<file path="config.mk">
export PLATFORM = sky130hd
export DESIGN_NAME = lzd_pipe
export DESIGN_NICKNAME = d
export VERILOG_FILES = /design/src/rtl/lzd_pipe.sv
export SDC_FILE = /design/constraint.sdc
export NUM_CORES = 1
export LEC_CHECK = 0
export CORE_MARGIN = 2
export CORE_UTILIZATION = 50
export DETAILED_ROUTE_END_ITERATION = 8
export GPL_ROUTABILITY_DRIVEN = 0
export PLACE_DENSITY = 0.75
export RECOVER_POWER = 25
export SETUP_SLACK_MARGIN = 0.02
export SYNTH_ARGS = -nofsm -noshare
export SYNTH_HDL_FRONTEND = slang
export SYNTH_SLANG_ARGS = --single-unit
</file>
<file path="constraint.sdc">
create_clock -name clk -period 4.48 [get_ports clk]
set_clock_uncertainty 0.05 [all_clocks]
set_input_delay 0.896 -clock clk [delete_from_list [all_inputs] [get_ports clk]]
set_output_delay 0.896 -clock clk [all_outputs]
set_load 0.03 [all_outputs]
</file>
<file path="src/rtl/lzd_pipe.sv">
// lzd_pipe: two-stage pipelined leading-zero / leading-one detector with
// left normalisation and a valid/ready stream interface.
// Stage 1 computes per-byte leading-zero counts on the (possibly inverted)
// operand; stage 2 merges them from the MSB, shifts the original operand and
// registers the result.
module lzd_pipe #(
    parameter int W     = 32,
    parameter int TAG_W = 4,
    parameter int CW    = $clog2(W)
) (
    input  logic             clk,
    input  logic             rst_n,
    input  logic             in_valid,
    output logic             in_ready,
    input  logic [W-1:0]     in_data,
    input  logic             in_mode,
    input  logic [TAG_W-1:0] in_tag,
    output logic             out_valid,
    input  logic             out_ready,
    output logic [CW-1:0]    out_cnt,
    output logic             out_v,
    output logic [W-1:0]     out_norm,
    output logic [TAG_W-1:0] out_tag
);

    localparam int NSEG = W / 8;

    // Leading-zero count of one byte; value is don't-care when the byte is zero.
    function automatic logic [2:0] byte_lzc(input logic [7:0] b);
        logic [2:0] c;
        c = 3'd0;
        for (int i = 0; i < 8; i++) begin
            if (b[i]) c = 3'(7 - i);
        end
        return c;
    endfunction

    logic                       s1_valid;
    logic [W-1:0]               s1_data;
    logic [TAG_W-1:0]           s1_tag;
    logic [NSEG-1:0]            s1_segv;
    logic [NSEG-1:0][2:0]       s1_segcnt;

    logic                       s1_adv;
    logic                       s2_adv;

    logic [W-1:0]               scan;
    logic [NSEG-1:0]            segv_d;
    logic [NSEG-1:0][2:0]       segcnt_d;

    logic                       found;
    logic [CW-1:0]              cnt_d;
    logic [W-1:0]               norm_d;

    assign s2_adv   = !out_valid || out_ready;
    assign s1_adv   = !s1_valid || s2_adv;
    assign in_ready = s1_adv;

    // Leading-ones mode counts zeros of the inverted word; the shift still uses in_data.
    assign scan = in_mode ? ~in_data : in_data;

    // Per-segment count and valid; segment 0 holds the most significant byte.
    always_comb begin
        segv_d   = '0;
        segcnt_d = '0;
        for (int k = 0; k < NSEG; k++) begin
            segv_d[k]   = |scan[W-1-8*k -: 8];
            segcnt_d[k] = byte_lzc(scan[W-1-8*k -: 8]);
        end
    end

    // Stage 1 registers: load a new beat whenever this stage advances.
    always_ff @(posedge clk or negedge rst_n) begin
        if (!rst_n) begin
            s1_valid  <= 1'b0;
            s1_data   <= '0;
            s1_tag    <= '0;
            s1_segv   <= '0;
            s1_segcnt <= '0;
        end else if (s1_adv) begin
            s1_valid <= in_valid;
            if (in_valid) begin
                s1_data   <= in_data;
                s1_tag    <= in_tag;
                s1_segv   <= segv_d;
                s1_segcnt <= segcnt_d;
            end
        end
    end

    // Priority merge from the MSB segment; descending loop lets the lowest index win.
    always_comb begin
        int cnt_i;
        found = 1'b0;
        cnt_i = 0;
        for (int k = NSEG - 1; k >= 0; k--) begin
            if (s1_segv[k]) begin
                found = 1'b1;
                cnt_i = 8 * k + int'(s1_segcnt[k]);
            end
        end
        cnt_d  = CW'(cnt_i);
        norm_d = found ? (s1_data << cnt_d) : s1_data;
    end

    // Stage 2 output registers: hold steady while the result is stalled.
    always_ff @(posedge clk or negedge rst_n) begin
        if (!rst_n) begin
            out_valid <= 1'b0;
            out_cnt   <= '0;
            out_v     <= 1'b0;
            out_norm  <= '0;
            out_tag   <= '0;
        end else if (s2_adv) begin
            out_valid <= s1_valid;
            if (s1_valid) begin
                out_cnt  <= cnt_d;
                out_v    <= found;
                out_norm <= norm_d;
                out_tag  <= s1_tag;
            end
        end
    end

endmodule

</file>
======== Word-level counts from Yosys, hierarchy flattened ========
Index checks and enable logic that the tools add are counted.
word-level totals
  word-level logic and storage cells ...... 70
  register bits ........................... 96
  input port bits ......................... 41
  output and inout bits ................... 44
cells by class
  reduce and logical (&&, ||, !) cells .... 10
  add/subtract/negate cells ............... 3
  mux-type cells .......................... 42
  bitwise operators ....................... 1
  shift operators ......................... 1
operators by type and width
  kind                                                          number
  3-bit two-way mux                                             32
  32-bit two-way mux                                            2
  32-bit NOT                                                    1
  8-bit OR reduction                                            4
  32-bit by 5-bit left shift with 32-bit output                 1
  5-bit two-way mux                                             4
  5-bit by 3-bit adder with 5-bit output, first input constant  2
  4-bit by 3-bit adder with 5-bit output, first input constant  1
  1-bit two-way mux                                             4
  2-bit AND reduction                                           2
  1-bit zero test                                               2
  1-bit logical OR                                              2

======== Logic depth before layout (Yosys ltp) ========
  depth in word-level cells ............... 10
  gate-level depth with buffers ........... 10
  depth with buffers taken out ............ 7

======== Worst setup path before layout ========
No wires, ideal clock.
  path type ............................... register to register
  from .................................... register s1_segv[0]
  to ...................................... register out_norm[31]
  stages on the path, launching flop included .. 10
  data arrival time ....................... 2,336 ps
  library setup time ...................... 127 ps
  period minus slack after synthesis ...... 2,513 ps
  path buffers ............................ 2
  setup slack ............................. 1,967 ps
  required time ........................... 4,303 ps
  cell sequence ........................... dfrtp_1 -> buf_2 -> nor2b_4 -> a311oi_4 -> buf_6 -> mux2i_1 -> mux2i_1 -> mux2_2 -> a221oi_2 -> a21oi_1
on the way
  word-level cells in the longest chain between the ends .. 3
  elaborated cells on any way between the ends .. 4
  those cells by class .................... shift: 1; mux: 3
ends and longest elaborated chain
  item                                           line  source
  start: declaration                             41    logic [NSEG-1:0] s1_segv;
  start signal: assignment                       85    s1_segv <= segv_d;
  5-bit two-way mux                              97    if (s1_segv[k]) begin
  32-bit by 5-bit left shift with 32-bit output  103   norm_d = found ? (s1_data << cnt_d) : s1_data;
  32-bit two-way mux (*)                         103
  end signal: assignment                         119   out_norm <= norm_d;
  end: declaration                               22    output logic [W-1:0] out_norm,
Mark *: on every way between the ends. The rest lies on a longest branch, timed or not.
A chain may end at the register's enable or synchronous reset.

======== Final worst setup path ========
  from .................................... register s1_segv[1]
  to ...................................... register out_norm[18]
on the way
  word-level cells in the longest chain between the ends .. 4
  elaborated cells on any way between the ends .. 6
  those cells by class .................... shift: 1; mux: 5
ends and longest elaborated chain
  item                                           line
  5-bit two-way mux (2 in a row)                 97
  32-bit by 5-bit left shift with 32-bit output  103
  32-bit two-way mux (*)                         103
Marks and branches as above.

==> results list <==
* Result of the run: finished, violations left
* Violated checks: max-capacitance violations, max-slew violations
- Via count of the first global-routing pass: 5738
- In this run the standard cell core region covers 0.0121 sq mm.
- Of the cells placed in the final design, the portion with a size suffix greater than 1 is 0.0825.
- Power per Cell Area: 422 mW/mm^2
* Worst min path class: flip-flop to flip-flop
- The layer flagged by global routing as most heavily used is met2.
- From bottom edge to top edge, the die measures 115 um.
- Number of remaining DRC errors: 0
- TritonCTS built the clock tree.
- Via count: 6003
- Post-CTS setup buffer count: 0
- Count of nets after finishing: 824
* Static power due to leakage: 3.24 nW
* Rows: 40
- For this design, the sink count on the clock tree is 96.
- After synthesis, the netlist uses 56 different library cells.
- Worst skew pair latency: 0.35 ns
- HPWL reported at the end of detailed placement: 13.5 mm
- In the global route stage, overall resource usage came out at 0.284.
- Yosys warns: 0
- Setup total negative slack on the finished layout was measured at 0 ns.
- Longest individual stage delay on the worst path: 1.04 ns
* Die ar.: 0.0133 sq mm
- In the final layout, flip-flops and latches occupy 0.00240 sq mm.
- The mapped netlist covers 0.00619 sq mm.
* Count of maximum capacitance violations: 1
- Summed over all layers, the global routing overflow is 0.
- Crit path time final: 3.63 ns
* Mean area per synthesized cell: 8.59 sq um
* Cell area after placement: 0.00712 sq mm
- Counting flops with an async set or reset pin after synthesis yields a share of 1.00.
* PnR Total Power: 3.14 mW
- Hold Vio Cnt, Final: 0
- Setup-violating endpoint count in the final report: 0
- Final clock period utilization by the worst path: 0.811
- Synthesis produced a netlist with a net count of 762.
- CTS built an H-tree with a depth of 3.
- Antenna violations before repair: 0
* Worst Tran Pin Value: 1.70 ns
* Detail-routed net length per standard cell: 19.2 um
- Traced cell by cell, the critical path runs through nor2_2 -> a311o_1 -> a22oi_1 -> mux2i_1 -> o32ai_1 -> a211o_1.
- For this block, the routed nets add up to 18.4 mm of wire.
- Number of gates resized after CTS: 0
- Crit path arrival time: 3.82 ns
* Setup CP Type: flip-flop to flip-flop
* Number of nets still failing antenna checks after routing: 0
- Counting flops and latches in the post-synthesis netlist gives 96.
* Total iterations of the first detailed-routing run: 5
- After filler insertion, the fill cell instance count of the layout stands at 1044.
- In the synthesized netlist, the number of instances is 721.
- Data on the critical path is required at its endpoint by 4.66 ns.
- For this run, the top clock speed supported by timing is 0.275 GHz.
* Count of buffers from port buffering: 84
- Measured along the x axis, the die boundary spans 115 um.
- STA classifies the critical path startpoint as a flip-flop.
- IR analysis of the VDD net gives a maximum drop of 0.166 mV.
- The number of clock buffers added by TritonCTS is 9.
- Setup repair after global routing left no endpoint under its margin.
* Top-level port count: 85
- Number of antenna diodes: 0
- Yosys mapped a number of flops with a built-in enable equal to 0.
- Wire length of the first global-routing pass: 29.4 mm
- Measured against its own limit, the worst slew margin works out to -0.136.
* Design area: 0.00743 sq mm
* Primary FF master, synth: sky130_fd_sc_hd__dfrtp_1
- Setup slack on the critical path of the routed design comes to 0.847 ns.
- Clock edge transition at the registers on the reported setup and hold paths: 0.07 ns
* P&R area growth vs syn: 20.0%
* Clock Tree Buf Depth: 2
- Category of the worst setup path capture point: flip-flop
* Area occupied by multi-input gates: 0.00352 sq mm
- The initial utilization of the core area, before any placement, comes to 0.514.
- Timing analysis after detailed placement gives a worst setup slack of 1.06 ns.
* Slew Viols, Final: 70
* Sequential-to-total area share from yosys stat: 0.388
- Library cell contributing the largest single delay on the critical path: sky130_fd_sc_hd__a311o_1
- For this block, the initial DRC count from the detailed router was 619.
* Ratio of routed vias to standard cells: 6.28
- Of all nets on the critical path, the largest fanout is 20.
* Met2 GRT Util: 0.416
* Maximum number of pins on one net before global-route repair: 70
- Met1 usage in global routing: 0.389
- CTS placed an instance of sky130_fd_sc_hd__clkbuf_16 at the clock tree root.
- Hold repair after CTS inserted 0 buffers.
* Global routing met3 resource utilization: 0.0727
[cell families (layout without fill, tap and decap cells)]
logic type,Yosys count,after routing,synth area share
and+or+nand+nor,292,292,0.206
AOI/OAI and AO/OA,185,185,0.209
DFF,96,96,0.388
muxes,90,90,0.151
buffers and inverters,58,125,0.0454
[synth_stat cells, types with 3 or more instances]
library cell	count	share of area
sky130_fd_sc_hd__nand2_1	172	0.10
sky130_fd_sc_hd__dfrtp_1	96	0.39
sky130_fd_sc_hd__mux2i_1	73	0.12
sky130_fd_sc_hd__o21ai_0	54	0.044
sky130_fd_sc_hd__nor2_1	50	0.030
sky130_fd_sc_hd__a21oi_1	30	0.024
sky130_fd_sc_hd__clkbuf_1	27	0.016
sky130_fd_sc_hd__nand3_1	18	0.015
sky130_fd_sc_hd__mux2_2	14	0.025
sky130_fd_sc_hd__nor3_1	14	0.011
sky130_fd_sc_hd__a31oi_1	12	0.012
sky130_fd_sc_hd__a22oi_1	11	0.013
sky130_fd_sc_hd__o22ai_1	11	0.011
sky130_fd_sc_hd__inv_1	9	0.0055
sky130_fd_sc_hd__a221oi_1	8	0.011
sky130_fd_sc_hd__nand3b_1	8	0.0097
sky130_fd_sc_hd__and3_1	7	0.0071
sky130_fd_sc_hd__buf_4	7	0.0085
sky130_fd_sc_hd__buf_2	6	0.0048
sky130_fd_sc_hd__a211oi_1	5	0.0061
sky130_fd_sc_hd__buf_1	5	0.0030
sky130_fd_sc_hd__nand2b_1	5	0.0050
sky130_fd_sc_hd__a21boi_0	4	0.0048
sky130_fd_sc_hd__a221oi_2	4	0.0097
sky130_fd_sc_hd__a32oi_1	4	0.0057
sky130_fd_sc_hd__and2_1	4	0.0040
sky130_fd_sc_hd__buf_6	4	0.0073
sky130_fd_sc_hd__nor2b_1	4	0.0040
sky130_fd_sc_hd__o211ai_1	4	0.0048
sky130_fd_sc_hd__o21bai_1	4	0.0048
sky130_fd_sc_hd__a211o_1	3	0.0042
sky130_fd_sc_hd__a311o_1	3	0.0048
sky130_fd_sc_hd__a311oi_4	3	0.013
sky130_fd_sc_hd__nor3b_2	3	0.0061
sky130_fd_sc_hd__o21a_1	3	0.0036
sky130_fd_sc_hd__o2bb2ai_1	3	0.0042
[power breakdown]
group	leakage [nW]	total (mW)	switching [mW]	internal, mW
Combinational	1.92	1.17	0.692	0.477
Sequential	1.16	1.17	0.154	1.02
Clock	0.153	0.796	0.332	0.464
[final timing paths]
path / slack (ns) / from / cells past startpoint / to
max in group asynchronous: 2.29 / rst_n / 2 / s1_tag[0]$_DFFE_PN0P_
setup reg to reg: 0.85 / s1_segv[1]$_DFFE_PN0P_ / 6 / out_norm[18]$_DFFE_PN0P_
hold / removal: 0.42 / out_tag[1]$_DFFE_PN0P_ / 2 / out_tag[1]$_DFFE_PN0P_
setup / recovery: 0.85 / s1_segv[1]$_DFFE_PN0P_ / 6 / out_norm[18]$_DFFE_PN0P_
hold reg to reg: 0.42 / out_tag[1]$_DFFE_PN0P_ / 2 / out_tag[1]$_DFFE_PN0P_
min in group asynchronous: 0.92 / rst_n / 1 / out_norm[17]$_DFFE_PN0P_
[cell type report]
| class | instances | share of cell area |
|---|---|---|
| clock buffers | 12 | 0.0345 |
| clock inverters | 4 | 0.00707 |
| inverters | 9 | 0.00455 |
| multi-input cells | 567 | 0.474 |
| flip-flops and latches | 96 | 0.323 |
| well taps | 168 | 0.0283 |
| repair buffers | 100 | 0.129 |
[cell usage in the layout, fill, tap and decap left out, drive strengths merged, types with 3 or more instances in the layout]
| cell | Yosys | layout |
|---|---|---|
| nor2b | 6 | 6 |
| mux2 | 15 | 15 |
| o21bai | 4 | 4 |
| o2bb2ai | 3 | 3 |
| clkinv | 0 | 3 |
| clkbuf | 27 | 13 |
| a31oi | 12 | 12 |
| nor2 | 51 | 51 |
| and3 | 7 | 7 |
| nand2 | 172 | 172 |
| a21oi | 30 | 30 |
| o211ai | 4 | 4 |
| a221oi | 12 | 12 |
| inv | 9 | 9 |
| buf | 22 | 16 |
| a311o | 3 | 3 |
| dfrtp | 96 | 96 |
| nand2b | 5 | 5 |
| a32oi | 4 | 4 |
| a311oi | 3 | 3 |
| a21boi | 4 | 4 |
| a22oi | 13 | 13 |
| and2 | 6 | 6 |
| o21a | 3 | 3 |
| clkdlybuf4s50 | 0 | 82 |
| nand3b | 8 | 8 |
| nor3 | 14 | 14 |
| nand3 | 18 | 18 |
| o21ai | 56 | 56 |
| nor3b | 4 | 4 |
| mux2i | 74 | 74 |
| o22ai | 11 | 11 |
| a211o | 3 | 3 |
| a211oi | 6 | 6 |
[stage by stage]
| step | hold WS, ns | instances | util |
|---|---|---|---|
| 2_1_floorplan | 0.389 | 721 | - |
| 3_3_place_gp | 0.407 | 940 | 0.591 |
| 3_5_place_dp | 0.408 | 940 | 0.591 |
| 4_1_cts | 0.424 | 956 | 0.616 |
| 5_1_grt | 0.439 | 956 | 0.616 |
| 6_report | 0.423 | 956 | 0.616 |
[worst max-delay path: cells and delay by family, from the launching register on]
kind | cells | cell delay [ns]
AND/OR/NAND/NOR | 1 | 0.60
multiplexers | 1 | 0.50
AO/OA/AOI/OAI | 4 | 1.80
flip-flops | 1 | 0.55
[registers in the layout, indices dropped and copies added (netlist names)]
signal	count
out_valid	1
s1_segcnt	12
s1_data	32
s1_tag	4
s1_segv	4
out_tag	4
out_norm	32
s1_valid	1
out_v	1
out_cnt	5
[per-layer routing]
layer	up-vias	part of all wire
met2	385	0.44
met3	78	0.11
met4	0	0.043
li1	2725	-
met1	2815	0.41
met5	-	0
Note: power is estimated with default switching activity, not from simulation.
